## config.mk

```make
export PLATFORM = sky130hd
export DESIGN_NAME = hack_cpu_mc
export DESIGN_NICKNAME = d
export VERILOG_FILES = /design/src/rtl/hack_cpu_mc.sv
export SDC_FILE = /design/constraint.sdc
export NUM_CORES = 1
export LEC_CHECK = 0
export ABC_AREA = 1
export CAP_MARGIN = 20
export CORE_ASPECT_RATIO = 0.8
export CORE_MARGIN = 3
export CORE_UTILIZATION = 37
export CTS_CLUSTER_DIAMETER = 120
export DETAILED_ROUTE_END_ITERATION = 7
export PLACE_DENSITY = 0.65
export REMOVE_ABC_BUFFERS = 1
export SLEW_MARGIN = 0
export SYNTH_ARGS = -nofsm -noshare
export SYNTH_HDL_FRONTEND = slang
export SYNTH_SLANG_ARGS = --single-unit
```

## constraint.sdc

```tcl
create_clock -name clock -period 3.3 [get_ports clock]
set_clock_uncertainty 0.15 [all_clocks]
set_input_delay 0.66 -clock clock [delete_from_list [all_inputs] [get_ports clock]]
set_output_delay 0.66 -clock clock [all_outputs]
set_load 0.03 [all_outputs]
```

## src/rtl/hack_cpu_mc.sv

```systemverilog
// hack_cpu_mc: multi-cycle Hack CPU with valid/ready fetch, read and write.
// Define HACK_CPU_HALT_EN to add a HALT state entered on a taken self-jump.
module hack_cpu_mc #(
  parameter int WIDTH  = 16,
  parameter int ADDR_W = 15
) (
  input  logic              clock,
  input  logic              reset,
  input  logic [WIDTH-1:0]  instruction,
  input  logic              instr_valid,
  input  logic [WIDTH-1:0]  inM,
  input  logic              inM_valid,
  input  logic              writeM_ready,
  output logic [WIDTH-1:0]  outM,
  output logic              writeM,
  output logic              readM,
  output logic [ADDR_W-1:0] addressM,
  output logic [ADDR_W-1:0] pc,
  output logic              halted
);

  typedef enum logic [2:0] {
    FETCH, READ, EXEC, WRITE, HALT
  } state_t;

  state_t           state, state_nx;
  logic [WIDTH-1:0] ir, mr, a_reg, d_reg;
  logic [WIDTH-1:0] x0, x1, y0, y1, y2, f, res;
  logic [WIDTH-1:0] a_new, out_nx;
  logic [ADDR_W-1:0] target, pc_nx;
  logic is_c, dest_a, dest_d, dest_m;
  logic zr, ng, jump, commit;
  logic read_nx, write_nx;

  assign is_c   = ir[WIDTH-1];
  assign dest_a = is_c & ir[5];
  assign dest_d = is_c & ir[4];
  assign dest_m = is_c & ir[3];

  always_comb begin
    x0  = ir[11] ? '0 : d_reg;
    x1  = ir[10] ? ~x0 : x0;
    y0  = ir[12] ? mr : a_reg;
    y1  = ir[9] ? '0 : y0;
    y2  = ir[8] ? ~y1 : y1;
    f   = ir[7] ? x1 + y2 : x1 & y2;
    res = ir[6] ? ~f : f;
  end

  assign zr     = (res == '0);
  assign ng     = res[WIDTH-1];
  assign jump   = is_c & ((ir[2] & ng) | (ir[1] & zr)
                | (ir[0] & ~ng & ~zr));
  // Jump target and addressM both see A before this commit
  assign target = a_reg[ADDR_W-1:0];
  assign pc_nx  = jump ? target : pc + 1'b1;
  assign a_new  = is_c ? res : {1'b0, ir[WIDTH-2:0]};
  assign commit = (state == EXEC && !dest_m)
                | (state == WRITE && writeM_ready);

  assign addressM = a_reg[ADDR_W-1:0];

`ifdef HACK_CPU_HALT_EN
  logic self_jump;
  assign self_jump = jump & (target == pc);
  assign halted    = (state == HALT);
`else
  assign halted = 1'b0;
`endif

  always_ff @(posedge clock) begin
    if (reset) begin
      state  <= FETCH;
      pc     <= '0;
      a_reg  <= '0;
      d_reg  <= '0;
      ir     <= '0;
      mr     <= '0;
      outM   <= '0;
      writeM <= 1'b0;
      readM  <= 1'b0;
    end else begin
      state  <= state_nx;
      readM  <= read_nx;
      writeM <= write_nx;
      outM   <= out_nx;
      if (state == FETCH && instr_valid) ir <= instruction;
      if (state == READ && inM_valid) mr <= inM;
      if (commit) begin
        pc <= pc_nx;
        if (!is_c || dest_a) a_reg <= a_new;
        if (dest_d) d_reg <= res;
      end
    end
  end

  always_comb begin
    state_nx = state;
    unique case (state)
      FETCH:
        if (instr_valid)
          state_nx = (instruction[WIDTH-1] && instruction[12])
                   ? READ : EXEC;
      READ:  if (inM_valid) state_nx = EXEC;
      EXEC:  state_nx = dest_m ? WRITE : FETCH;
      WRITE: if (writeM_ready) state_nx = FETCH;
      HALT:  state_nx = HALT;
      default: state_nx = FETCH;
    endcase
`ifdef HACK_CPU_HALT_EN
    if (commit && self_jump) state_nx = HALT;
`endif
  end

  always_comb begin
    read_nx  = (state_nx == READ);
    write_nx = (state_nx == WRITE);
    out_nx   = (state == EXEC && dest_m) ? res : outM;
  end

endmodule

```

# == Yosys cells after proc, flatten, opt, wreduce, memory -nomap -nowiden ==
# Index checks and enable logic that the tools add are counted.
# totals
regBits,100
out_inout_bits,49
word_cells,62
# classes
n_addsub,2
eq_ne,6
muxes,15
bitwise,17
reduce_logical,13
# ops
op,n
$mux 16,8
$not 16->16,3
$add 16x16->16,1
$and 16x16->16,1
$logic_not 16->1,1
$add 15x1->15 const B,1
$mux 15,1
$pmux 3 s5,1
$eq 3x2->1 const B,3
$mux 3,3
$and 1x1->1,8
$eq 3x1->1 const B,2
$logic_and 1x1->1,6
$mux 2,2
$reduce_and 2->1,2
$eq 3x3->1 const B,1
$logic_not 3->1,1
$or 1x1->1,3
$logic_not 1->1,2
$not 1->1,2
$logic_or 1x1->1,1

# == Longest topological paths before layout ==
# Gate-level depths: netlist of run 1.
# logic_depth
depth_word,14
depth_mapped,27

# == Worst setup path after synthesis of run 1 ==
# OpenSTA, ideal clock, no wires.
# synth_path
path_kind,reg2reg
from,register ir[10]
to,register pc[13]
setup_time_ps,109
arrival_ps,3378
required_ps,3041
path_slack_ps,-337
path_stages_with_launch,24
synth_period_minus_slack_ps,3637
path_cell_list,dfxtp_1 > clkbuf_1 > buf_1 > xor2_1 > inv_1 > fa_1 > or2_2 > nand3_1 > o21ai_0 > nand2_1 > nand2_1 > nor2_1 > nand3_1 > nor2_1 > nand2_1 > nor2_1 > nand3_1 > nand2_2 > nand3_4 > buf_6 > nand3_1 > nand3_1 > nand2_1 > inv_1
# synth_between
elab_chain_cells,11
elab_cells_between_ends,17
cone_classes,1 x add/sub; 4 x mux; 11 x bitwise; 1 x reduce/logical
# synth_lines
item,line_no,rtl
"start, declared",27,"logic [WIDTH-1:0] ir, mr, a_reg, d_reg;"
"start signal, assigned",87,if (state == FETCH && instr_valid) ir <= instruction;
$mux 16 (*),42,x1 = ir[10] ? ~x0 : x0;
$add 16x16->16 or $and 16x16->16 (tied branches),46,f = ir[7] ? x1 + y2 : x1 & y2;
$mux 16 (*),46,
$not 16->16,47,res = ir[6] ? ~f : f;
$mux 16 (*),47,
$logic_not 16->1 or $not 1->1 (tied branches),"50, 53",
$and 1x1->1 (tied with other cells),52,assign jump = is_c & ((ir[2] & ng) | (ir[1] & zr)
$or 1x1->1 or $and 1x1->1 (tied branches),"52, 53",
$or 1x1->1 (*),53,| (ir[0] & ~ng & ~zr));
$and 1x1->1 (*),52,
$mux 15 (*),56,assign pc_nx = jump ? target : pc + 1'b1;
"end signal, assigned",90,pc <= pc_nx;
"end, declared",18,"output logic [ADDR_W-1:0] pc,"
# Every way passes the cells marked *; elsewhere a longest branch is shown, timed or not.
# A chain may end at the register's enable or synchronous reset.

# == Worst setup path after layout of run 1 ==
# layout_path
from,register ir[12]
to,register pc[9]
# layout_between
elab_chain_cells,14
elab_cells_between_ends,20
cone_classes,1 x add/sub; 6 x mux; 12 x bitwise; 1 x reduce/logical
# layout_lines
item,line_no,rtl
$mux 16 (*),43,y0 = ir[12] ? mr : a_reg;
$mux 16 (*),44,y1 = ir[9] ? '0 : y0;
$not 16->16,45,y2 = ir[8] ? ~y1 : y1;
$mux 16 (*),45,
$add 16x16->16 or $and 16x16->16 (tied branches),46,
$mux 16 (*),46,
$not 16->16,47,
$mux 16 (*),47,
$logic_not 16->1 or $not 1->1 (tied branches),"50, 53",
$and 1x1->1 (tied with other cells),52,
$or 1x1->1 or $and 1x1->1 (tied branches),"52, 53",
$or 1x1->1 (*),53,
$and 1x1->1 (*),52,
$mux 15 (*),56,
# Marks and branches as above.

==> results.py, run 1 <==
metrics = {
    "worst_hold_path": {
        "min_path_type": "flip-flop to flip-flop",
    },
    "drt": {
        "viasPerCell": 5.06,
        "wire_per_inst_um": 15.5,
        "wl_um": 21500,
        "drt-initial-drc-count": 632,
        "vias": 7005,
        "final_antenna_net_count": 0,
        "dr.pass1.iters": 5,
        "drc": 0,
    },
    "sta": {
        "hold_violations": 0,
        "setup_viol": 15,
        "slew_headroom_pct": 58.7,
        "tightest_slew_ns": 0.619,
        "finalWorstSetupSlack_ns": -0.345,
        "fmaxAchievable_mhz": 274,
        "slew_violations": 0,
        "fin_crit_ns": 3.64,
        "hold_ws_ns": 0.325,
        "fin_crit_sh_pct": 110,
        "fin_tns_setup_ns": -4.81,
        "rsz0062_at_grt": "yes",
    },
    "synthesis": {
        "yosys-top-cells-area": "dfxtp_1 (31%), nand2_1 (13%), nor2_1 (7.4%)",
        "synth_seq_cells": 100,
        "synthesis.area_um2": 6520,
        "ys_seq_area_share_pct": 30.7,
        "synthCells": 1014,
        "synth_top_area_share_pct": 30.7,
        "netlist.top_cell.by_area": "dfxtp_1",
        "syn_area_per_cell_um2": 6.43,
        "synth.distinct_cells": 37,
        "synth_warnings": 0,
    },
    "layout": {
        "drive_above_1_share_pct": 22.7,
        "fin_util_pct": 54.1,
        "mostFrequentLayoutCell": "nand2_1",
        "layout.nets": 1215,
        "synthToLayoutAreaGrowth_pct": 40.4,
        "final_cell_mix": "nand2_1 (195), inv_1 (118), nor2_1 (116), buf_4 (104), dfxtp_1 (96)",
        "stdcell_count": 1385,
        "antenna_cells": 0,
    },
    "clock_tree": {
        "cts_tree": "built",
        "cts_sinks": 100,
        "htreeDepth": 3,
        "clk_path_buf_depth": 2,
        "cts.reportedPaths.clkPinSlew_ns": 0.07,
        "clk_latency_ns": 0.35,
        "cts-root-buf": "clkbuf_16",
        "tritoncts.num_buffers": 9,
        "cts_hold_buf": 0,
    },
    "run": {
        "drv_cap": 0,
    },
    "worst_setup_path": {
        "crit_path_max_fanout": 6,
        "critPathKind": "flip-flop to flip-flop",
        "r2r_setup_slack_ns": -0.34,
        "cp-end-kind": "flip-flop",
        "cp.arrival_ns": 3.74,
        "worstPathRequired_ns": 3.39,
        "critPathLaunchType": "flip-flop",
    },
    "floorplanning": {
        "pin_count": 86,
        "fp.dieH_um": 125,
        "rows": 42,
        "core-area_um2": 16900,
        "die-area_um2": 19300,
        "initial_core_util_pct": 38.6,
        "die_x_um": 154,
    },
    "place": {
        "port_buffers": 84,
        "place_congestion": 0.897,
        "hpwlAfterDp_um": 15100,
        "dp.cells": 1352,
    },
    "global_routing": {
        "grt_pass1_wl_um": 33700,
        "grt.total_usage_pct": 21.3,
        "grt_max_degree": 62,
        "antenna_found_initial": 0,
        "grt_pass1_vias": 6444,
        "gr-total-overflow": 0,
    },
    "status": {
        "status": "finished with violations",
        "violations": "setup timing",
    },
    "power": {
        "p_seq_share_pct": 31.8,
        "p_leak_uw": 0.00421,
        "vdd_ir_drop_max_v": 0.000251,
        "clock_power_share_pct": 25.4,
        "comb_power_share_pct": 42.9,
        "p_sw_uw": 1580,
        "pwr_density_cell_nw_per_um2": 463,
        "internal-power_uw": 2660,
        "swShare_pct": 37.2,
    },
}
==> power by group through the flow <==
stage / Sequential [uW] / Combinational, uW / Clock, uW
2_1_floorplan: 1440 / 750 / 0
5_1_grt: 1360 / 1980 / 1140
6_report: 1350 / 1820 / 1080
3_3_place_gp: 1360 / 1460 / 0
3_5_place_dp: 1360 / 1480 / 0
4_1_cts: 1340 / 1630 / 1090
==> path summary, 6_finish.rpt <==
path | cells past startpoint | from | endpoint
worst max-delay path | 26 | ir[12]$_SDFFE_PP0P_ | pc[9]$_SDFFE_PP0P_
worst min-delay path | 2 | a_reg[15]$_SDFFE_PP0P_ | a_reg[15]$_SDFFE_PP0P_
worst max register to register | 26 | ir[12]$_SDFFE_PP0P_ | pc[9]$_SDFFE_PP0P_
worst min register to register | 2 | a_reg[15]$_SDFFE_PP0P_ | a_reg[15]$_SDFFE_PP0P_
==> timing repair <==
action                     CTS  global route
resized for setup           68            84
pin swaps                   15            64
cloned                       4             2
setup endpoints to repair   15            15
buffers inserted             5             6
==> through the flow <==
stage,area [um^2],power (uW),setup slack (ns)
global placement,8130,2830,-0.201
floorplan,6180,2190,-0.538
CTS,8750,4060,-0.177
finish,9160,4240,-0.345
detailed placement,8130,2840,-0.252
global route,9160,4470,-0.514
==> synth_stat cells <==
master    number
a211oi_1       4
a21boi_0       6
a21oi_1       38
a21oi_2        5
a221oi_1       5
a31oi_1        3
and2_1         3
buf_1          7
buf_2          5
buf_4         18
buf_6          2
clkbuf_1      34
clkbuf_2       1
clkinv_1       2
conb_1         1
dfxtp_1      100
fa_1           1
ha_1          17
inv_1        122
inv_2          2
nand2_1      225
nand2_2       10
nand3_1       92
nand3_2        2
nand3_4        1
nand3b_1       1
nand4_1        6
nor2_1       128
nor2_2         4
nor3_1         3
nor3b_1        1
nor4_1         1
o211ai_1      29
o21ai_0       77
or2_2          6
xnor2_1        5
xor2_1        47
==> layout make-up <==
cell class                      count  area [um^2]
Sequential cell                   100         2010
Timing Repair Buffer              202         1910
Clock inverter                      5         57.6
Clock buffer                       11          233
Inverter                          126          484
Multi-Input combinational cell    721         4190
Fill cell                        1666         7760
Tap cell                          220          275
==> worst max-delay path, stage by stage, from the launching register on <==
cell and delay, ns:
dfxtp_4 0.42, inv_8 0.06, buf_12 0.14, a21oi_2 0.12, o21ai_1 0.09, xor2_1 0.17, ha_1 0.37, nand2_2 0.10
buf_6 0.13, nor2_4 0.13, and2_4 0.16, nand2_4 0.06, nand2_4 0.06, nand2_2 0.05, nand3_2 0.07, nand3_2 0.07
nand2_2 0.11, nand2_2 0.07, nor2_4 0.13, nand3_2 0.10, nand2_2 0.10, nand3_4 0.17, clkbuf_16 0.23, nand3_1 0.06
nand2_1 0.05, nor2_1 0.09, nor2_1 0.04
==> logic make-up after synthesis <==
| logic type | share of synthesized area [%] |
|---|---|
| flip-flops | 30.7 |
| adder cells (fa/ha/maj) | 3.57 |
| XOR/XNOR | 6.98 |
| buffers and inverters | 12.5 |
| AO/OA/AOI/OAI | 14.9 |
| other | 0.0575 |
| AND/OR/NAND/NOR | 31.3 |
==> layer usage <==
metal	wire length [um]	GRT usage, %	share of wire (%)
met2	9340	31.7	44
met4	257	3.89	1.2
met3	1280	4.13	6.0
met1	10600	32.1	49
met5	0	0	0
Power figures use the tool's default switching activity.
==> run 2, diff against run 1 <==
--- a/config.mk
+++ b/config.mk
@@ -10,7 +10,7 @@
 export CORE_ASPECT_RATIO = 0.8
 export CORE_MARGIN = 3
 export CORE_UTILIZATION = 37
-export CTS_CLUSTER_DIAMETER = 120
+export CTS_CLUSTER_DIAMETER = 100
 export DETAILED_ROUTE_END_ITERATION = 7
 export PLACE_DENSITY = 0.65
 export REMOVE_ABC_BUFFERS = 1
==> constraint.sdc (replaced) <==
create_clock -name clock -period 3.2 [get_ports clock]
set_clock_uncertainty 0.15 [all_clocks]
set_input_delay 0.64 -clock clock [delete_from_list [all_inputs] [get_ports clock]]
set_output_delay 0.64 -clock clock [all_outputs]
set_load 0.03 [all_outputs]
==> run 2 against run 1 <==
  * The run still ends with setup timing left
  * Clock power increased by 6%
  * First-iteration DRC count decreased by 3.0%
  * Combinational power increased by 6%
  * Core utilization increased by 0.64 points
  * Design area increased by 1.2%
  * Largest cell class unchanged
  * Highest routed layer unchanged
  * Sequential power about the same
==> results.py, run 2 (synthesis results as in run 1) <==
metrics = {
    "status": {
        "status": "finished with violations",
        "violations": "setup timing",
    },
    "clock_tree": {
        "cts-root-buf": "clkbuf_16",
        "htreeDepth": 3,
        "cts_tree": "built",
        "cts.reportedPaths.clkPinSlew_ns": 0.08,
        "clk_latency_ns": 0.36,
        "cts_sinks": 100,
        "tritoncts.num_buffers": 9,
        "clk_path_buf_depth": 2,
    },
    "floorplanning": {
        "core-area_um2": 16900,
        "fp.dieH_um": 125,
        "die_x_um": 154,
        "rows": 42,
        "initial_core_util_pct": 38.6,
        "die-area_um2": 19300,
        "pin_count": 86,
    },
    "place": {
        "place_congestion": 0.910,
        "port_buffers": 84,
        "hpwlAfterDp_um": 15100,
        "post-place-ws_ns": -0.393,
        "place_area_um2": 8140,
    },
    "sta": {
        "fin_tns_setup_ns": -6.94,
        "hold_ws_ns": 0.341,
        "setup_viol": 16,
        "slew_headroom_pct": 59.2,
        "fin_crit_ns": 3.68,
        "fmaxAchievable_mhz": 272,
        "fin_crit_sh_pct": 115,
        "slew_violations": 0,
        "tightest_slew_ns": 0.612,
        "finalWorstSetupSlack_ns": -0.478,
        "rsz0062_at_grt": "yes",
        "hold_violations": 0,
    },
    "worst_setup_path": {
        "critPathLaunchType": "flip-flop",
        "path_buf_inv": 15,
        "cp.arrival_ns": 3.82,
        "endpoint": "d_reg[2]$_SDFFE_PP0P_",
        "slowest_stage": "ha_1",
        "worst_r2r_endpoint": "d_reg[2]$_SDFFE_PP0P_",
        "reg2reg_depth": 24,
        "critPathKind": "flip-flop to flip-flop",
        "crit_path_max_fanout": 20,
        "cp-end-kind": "flip-flop",
        "crit_start": "ir[12]$_SDFFE_PP0P_",
        "critPathTopFamily": "buffers and inverters",
        "crit_top_cell": "buf_4",
        "r2r_start": "ir[12]$_SDFFE_PP0P_",
        "crit_cells": 24,
        "r2r_setup_slack_ns": -0.48,
        "path_cells": "inv_2 > buf_12 > a21oi_2 > o21ai_1 > xor2_1 > ha_1 > nand2_1 > buf_4 > nand3_2 > o21ai_1 > nand2_1 > buf_4 > buf_4 > buf_4 > buf_4 > buf_4 > buf_4 > buf_4 > buf_4 > buf_4 > buf_4 > buf_4 > buf_4 > a31oi_4",
        "cpPeakStageDelay_ns": 0.36,
        "worstPathRequired_ns": 3.34,
    },
    "drt": {
        "final_antenna_net_count": 0,
        "dr.pass1.iters": 5,
        "viasPerCell": 5.08,
        "wire_per_inst_um": 15.4,
        "drc": 0,
        "drt-initial-drc-count": 613,
        "wl_um": 21500,
        "vias": 7129,
    },
    "layout": {
        "antenna_cells": 0,
        "fill_cells": 1614,
        "mostFrequentLayoutCell": "nand2_1",
        "synthToLayoutAreaGrowth_pct": 42.1,
        "drive_above_1_share_pct": 24.2,
        "layout.nets": 1233,
        "final_cell_mix": "nand2_1 (184), buf_4 (119), nor2_1 (117), inv_1 (116), dfxtp_1 (96)",
        "stdcell_area_um2": 9270,
    },
    "power": {
        "p_leak_uw": 0.00432,
        "p_seq_share_pct": 31.1,
        "comb_power_share_pct": 43.4,
        "clock_power_share_pct": 25.6,
        "swShare_pct": 37.6,
        "internal-power_uw": 2780,
        "vdd_ir_drop_max_v": 0.000328,
        "p_sw_uw": 1680,
        "pwr_density_cell_nw_per_um2": 480,
    },
    "worst_hold_path": {
        "min_path_type": "flip-flop to flip-flop",
        "holdPathStages": 2,
    },
    "run": {
        "drv_cap": 0,
    },
    "global_routing": {
        "grt.total_usage_pct": 21.4,
        "grt_pass1_vias": 6608,
        "grt_pass1_wl_um": 33800,
        "grt_max_degree": 56,
        "antenna_found_initial": 0,
        "gr-total-overflow": 0,
    },
}
## run 2: cell types whose count changed in the layout (fill, tap and decap cells not counted), sizes merged
cell	delta
buf	+19
clkinv	-1
clkbuf	-2
clkinvlp	+2
## run 2: worst register-to-register path: cells and delay by family, from the launching register on
kind	cells	cell delay [ns]
buffers and inverters	15	1.84
XOR/XNOR	1	0.18
AO/OA/AOI/OAI	4	0.45
flip-flops	1	0.35
adder cells (fa/ha/maj)	1	0.36
AND/OR/NAND/NOR	3	0.29
## run 2: repair_timing
item,in CTS,in global routing
resized for setup,74,90
hold buffers,0,0
endpoints found under the setup margin,15,24
gates cloned,2,1
pin swaps,24,75
buffers inserted,22,8
## run 2: layout make-up
type	instances	area (um^2)	area share [%]
multi-input cells	721	4170	45.0
flip-flops and latches	100	2010	21.7
clock inverters	6	72.6	0.783
well taps	220	275	2.97
clock buffers	10	229	2.47
repair buffers	220	2030	21.9
inverters	126	479	5.17
## run 2: power by group through the flow
stage / sequential (uW) / clock [uW] / combinational (uW)
after detailed placement: 1410 / 0 / 1530
after global routing: 1390 / 1210 / 2080
after CTS: 1380 / 1160 / 1720
after floorplan: 1490 / 0 / 773
final: 1380 / 1140 / 1930
after global placement: 1410 / 0 / 1510
## run 2: stage by stage
step                cells  util, %  total power (uW)
floorplan             947        -              2260
global placement     1355     48.1              2920
detailed placement   1355     48.1              2930
CTS                  1394     52.3              4250
global route         1403     54.8              4690
finish               1403     54.8              4450
## run 2: worst min path at each step
| stage | startpoint | end | slack (ns) |
|---|---|---|---|
| 2_1_floorplan | a_reg[15]$_SDFFE_PP0P_ | a_reg[15]$_SDFFE_PP0P_ | 0.29 |
| 3_3_place_gp | a_reg[15]$_SDFFE_PP0P_ | a_reg[15]$_SDFFE_PP0P_ | 0.31 |
| 3_5_place_dp | a_reg[15]$_SDFFE_PP0P_ | a_reg[15]$_SDFFE_PP0P_ | 0.32 |
| 4_1_cts | state[2]$_SDFF_PP0_ | state[2]$_SDFF_PP0_ | 0.34 |
| 5_1_grt | state[0]$_SDFF_PP0_ | state[2]$_SDFF_PP0_ | 0.37 |
| 6_report | ir[14]$_SDFFE_PP0P_ | ir[14]$_SDFFE_PP0P_ | 0.34 |
## run 2: per-layer routing
metal	track usage, %	part of all wire (%)	up-vias
li1	-	-	3565
met1	31.8	48	3279
met2	32.7	43	254
met3	3.20	6.9	31
met4	4.41	1.5	0
met5	0	0	-
==> run 3, diff against run 2 <==
--- a/config.mk
+++ b/config.mk
@@ -12,8 +12,8 @@
 export CORE_UTILIZATION = 37
 export CTS_CLUSTER_DIAMETER = 100
 export DETAILED_ROUTE_END_ITERATION = 7
+export GPL_TIMING_DRIVEN = 1
 export PLACE_DENSITY = 0.65
-export REMOVE_ABC_BUFFERS = 1
 export SLEW_MARGIN = 0
 export SYNTH_ARGS = -nofsm -noshare
 export SYNTH_HDL_FRONTEND = slang
==> run 3 against run 2 <==
  * The flow still finishes with violations (setup timing)
  * Non-clock buffer count down 12
  * Design area down 2.1%
  * Die area unchanged
  * Setup slack better by 0.045 ns
  * Sequential share of layout area up 0.42 points
  * Clock-buffer cell count down 1
  * Sequential cell count unchanged
  * Register-to-register slack better by 0.04 ns
  * Wire length up 1.1%
  * First-iteration DRC count up 11%
  * Clock power about the same
==> results.py, run 3 (synthesis results as in run 1) <==
metrics = {
    "status": {
        "status": "finished with violations",
        "violations": "setup timing",
    },
    "clock_tree": {
        "cts_hold_buf": 0,
        "htreeDepth": 3,
        "clk_path_buf_depth": 2,
        "clk_latency_ns": 0.36,
        "cts_sinks": 100,
        "tritoncts.num_buffers": 9,
        "cts_tree": "built",
        "cts.reportedPaths.clkPinSlew_ns": 0.08,
        "cts-root-buf": "clkbuf_16",
    },
    "drt": {
        "vias": 7013,
        "viasPerCell": 5.04,
        "met2_length_um": 9170,
        "met3_length_um": 1420,
        "final_antenna_net_count": 0,
        "wl_met1_um": 10900,
        "drc": 0,
        "wl_um": 21800,
        "dr.pass1.iters": 7,
        "wire_per_inst_um": 15.6,
        "drt-initial-drc-count": 678,
        "top_layer_used": "met5",
    },
    "worst_setup_path": {
        "cp-end-kind": "flip-flop",
        "crit_path_max_fanout": 5,
        "critPathLaunchType": "flip-flop",
        "worst_r2r_endpoint": "pc[8]$_SDFFE_PP0P_",
        "worstPathRequired_ns": 3.31,
        "critPathKind": "flip-flop to flip-flop",
        "crit_start": "ir[12]$_SDFFE_PP0P_",
        "cp.arrival_ns": 3.74,
        "r2r_start": "ir[12]$_SDFFE_PP0P_",
        "r2r_setup_slack_ns": -0.43,
        "reg2reg_depth": 24,
        "endpoint": "pc[8]$_SDFFE_PP0P_",
    },
    "global_routing": {
        "grt_pass1_vias": 6334,
        "gr-total-overflow": 0,
        "grt_max_degree": 73,
        "grt.total_usage_pct": 21.5,
        "antenna_found_initial": 0,
        "grt_pass1_wl_um": 33800,
    },
    "layout": {
        "stdcell_area_um2": 9070,
        "mostFrequentLayoutCell": "nand2_1",
        "synthToLayoutAreaGrowth_pct": 39.1,
        "fill_cells": 1636,
        "final_cell_mix": "nand2_1 (190), inv_1 (120), nor2_1 (114), buf_4 (103), dfxtp_1 (99)",
        "drive_above_1_share_pct": 22.3,
        "layout.nets": 1222,
        "antenna_cells": 0,
    },
    "sta": {
        "slew_headroom_pct": 53.6,
        "fin_crit_ns": 3.63,
        "rsz0062_at_grt": "yes",
        "hold_violations": 0,
        "slew_violations": 0,
        "tightest_slew_ns": 0.696,
        "finalWorstSetupSlack_ns": -0.433,
        "fmaxAchievable_mhz": 275,
        "setup_viol": 15,
        "fin_crit_sh_pct": 114,
    },
    "floorplanning": {
        "core-area_um2": 16900,
        "die-area_um2": 19300,
        "initial_core_util_pct": 38.6,
        "rows": 42,
        "fp.dieH_um": 125,
        "pin_count": 86,
        "die_x_um": 154,
    },
    "place": {
        "place_area_um2": 8150,
        "place_congestion": 0.907,
        "hpwlAfterDp_um": 15600,
        "post-place-ws_ns": -0.648,
        "port_buffers": 84,
    },
    "power": {
        "vdd_ir_drop_max_v": 0.000325,
        "p_leak_uw": 0.00424,
        "pwr_density_cell_nw_per_um2": 484,
    },
    "synthesis": {
        "synth_nets": 1069,
    },
    "worst_hold_path": {
        "min_path_type": "flip-flop to flip-flop",
    },
    "run": {
        "drv_cap": 0,
    },
}
==> run 3: changes by cell type in the layout (fill, tap and decap cells not counted), moves of 4 or more <==
cell     previous run  this run
buf_4             119       103
nand3_1            66        77
nand3_2            26        16
buf_6               7        16
nand2_1           184       190
o21ai_1            17        11
nand2_4             9         4
inv_1             116       120
==> run 3: worst min path at each step <==
| stage | startpoint | endpoint | cells past startpoint |
|---|---|---|---|
| after floorplan | ir[0]$_SDFFE_PP0P_ | ir[0]$_SDFFE_PP0P_ | 2 |
| after global placement | ir[14]$_SDFFE_PP0P_ | ir[14]$_SDFFE_PP0P_ | 2 |
| after detailed placement | a_reg[15]$_SDFFE_PP0P_ | a_reg[15]$_SDFFE_PP0P_ | 2 |
| after CTS | a_reg[15]$_SDFFE_PP0P_ | a_reg[15]$_SDFFE_PP0P_ | 2 |
| after global routing | a_reg[15]$_SDFFE_PP0P_ | a_reg[15]$_SDFFE_PP0P_ | 2 |
| final | state[2]$_SDFF_PP0_ | state[2]$_SDFF_PP0_ | 2 |
==> run 3: where the power goes <==
part / internal [uW] / switching [uW] / total (uW)
Combinational: 817 / 1070 / 1880
Clock: 558 / 570 / 1130
Sequential: 1310 / 70.1 / 1380
Total: 2690 / 1710 / 4390
==> run 3: per-stage QoR <==
stage	cells	setup TNS (ns)	util (%)	total power [uW]	hold slack [ns]
4_1_cts	1388	-6.40	51.4	4170	0.320
3_5_place_dp	1356	-9.17	48.2	2960	0.309
3_3_place_gp	1356	-8.16	48.2	2950	0.313
5_1_grt	1392	-8.79	53.6	4630	0.336
2_1_floorplan	1014	0	-	2330	0.294
6_report	1392	-5.98	53.6	4390	0.328
==> run 3: per-layer routing <==
layer | vias to the layer above | global-route usage, %
met3 | 22 | 3.75
met5 | - | 2.65
met4 | 2 | 3.22
li1 | 3530 | -
met2 | 215 | 30.1
met1 | 3244 | 34.2
==> run 3: what timing repair did <==
action                                  CTS  global route
endpoints found under the hold margin     0             0
pin swaps                                24            70
buffers inserted                         15            16
cloned                                    1             0
endpoints found under the setup margin   15            32
gates resized for setup                  30           111
==> run 3: layout make-up <==
cell class,count,area (um^2),share of cell area [%]
repair buffers,208,1890,20.9
inverters,126,475,5.24
well taps,220,275,3.03
flip-flops and latches,100,2010,22.1
clock inverters,7,75.1,0.827
multi-input cells,722,4120,45.4
clock buffers,9,225,2.48
==> run 3: critical path, stage by stage (launching register included) <==
cell	delay (ns)
dfxtp_4	0.37
buf_6	0.12
buf_6	0.10
nor2_4	0.03
nor2_2	0.11
o21ai_2	0.08
xor2_2	0.21
fa_2	0.42
or2_4	0.25
nand3_2	0.07
o21ai_1	0.06
nand2_1	0.11
nand2_2	0.08
nor2_1	0.10
nand3_1	0.09
nor2_2	0.14
nand2_1	0.08
nor2_2	0.13
nand4_1	0.13
buf_6	0.16
nand3_4	0.15
buf_6	0.14
a21boi_1	0.06
nor2_1	0.13
nor2_1	0.05
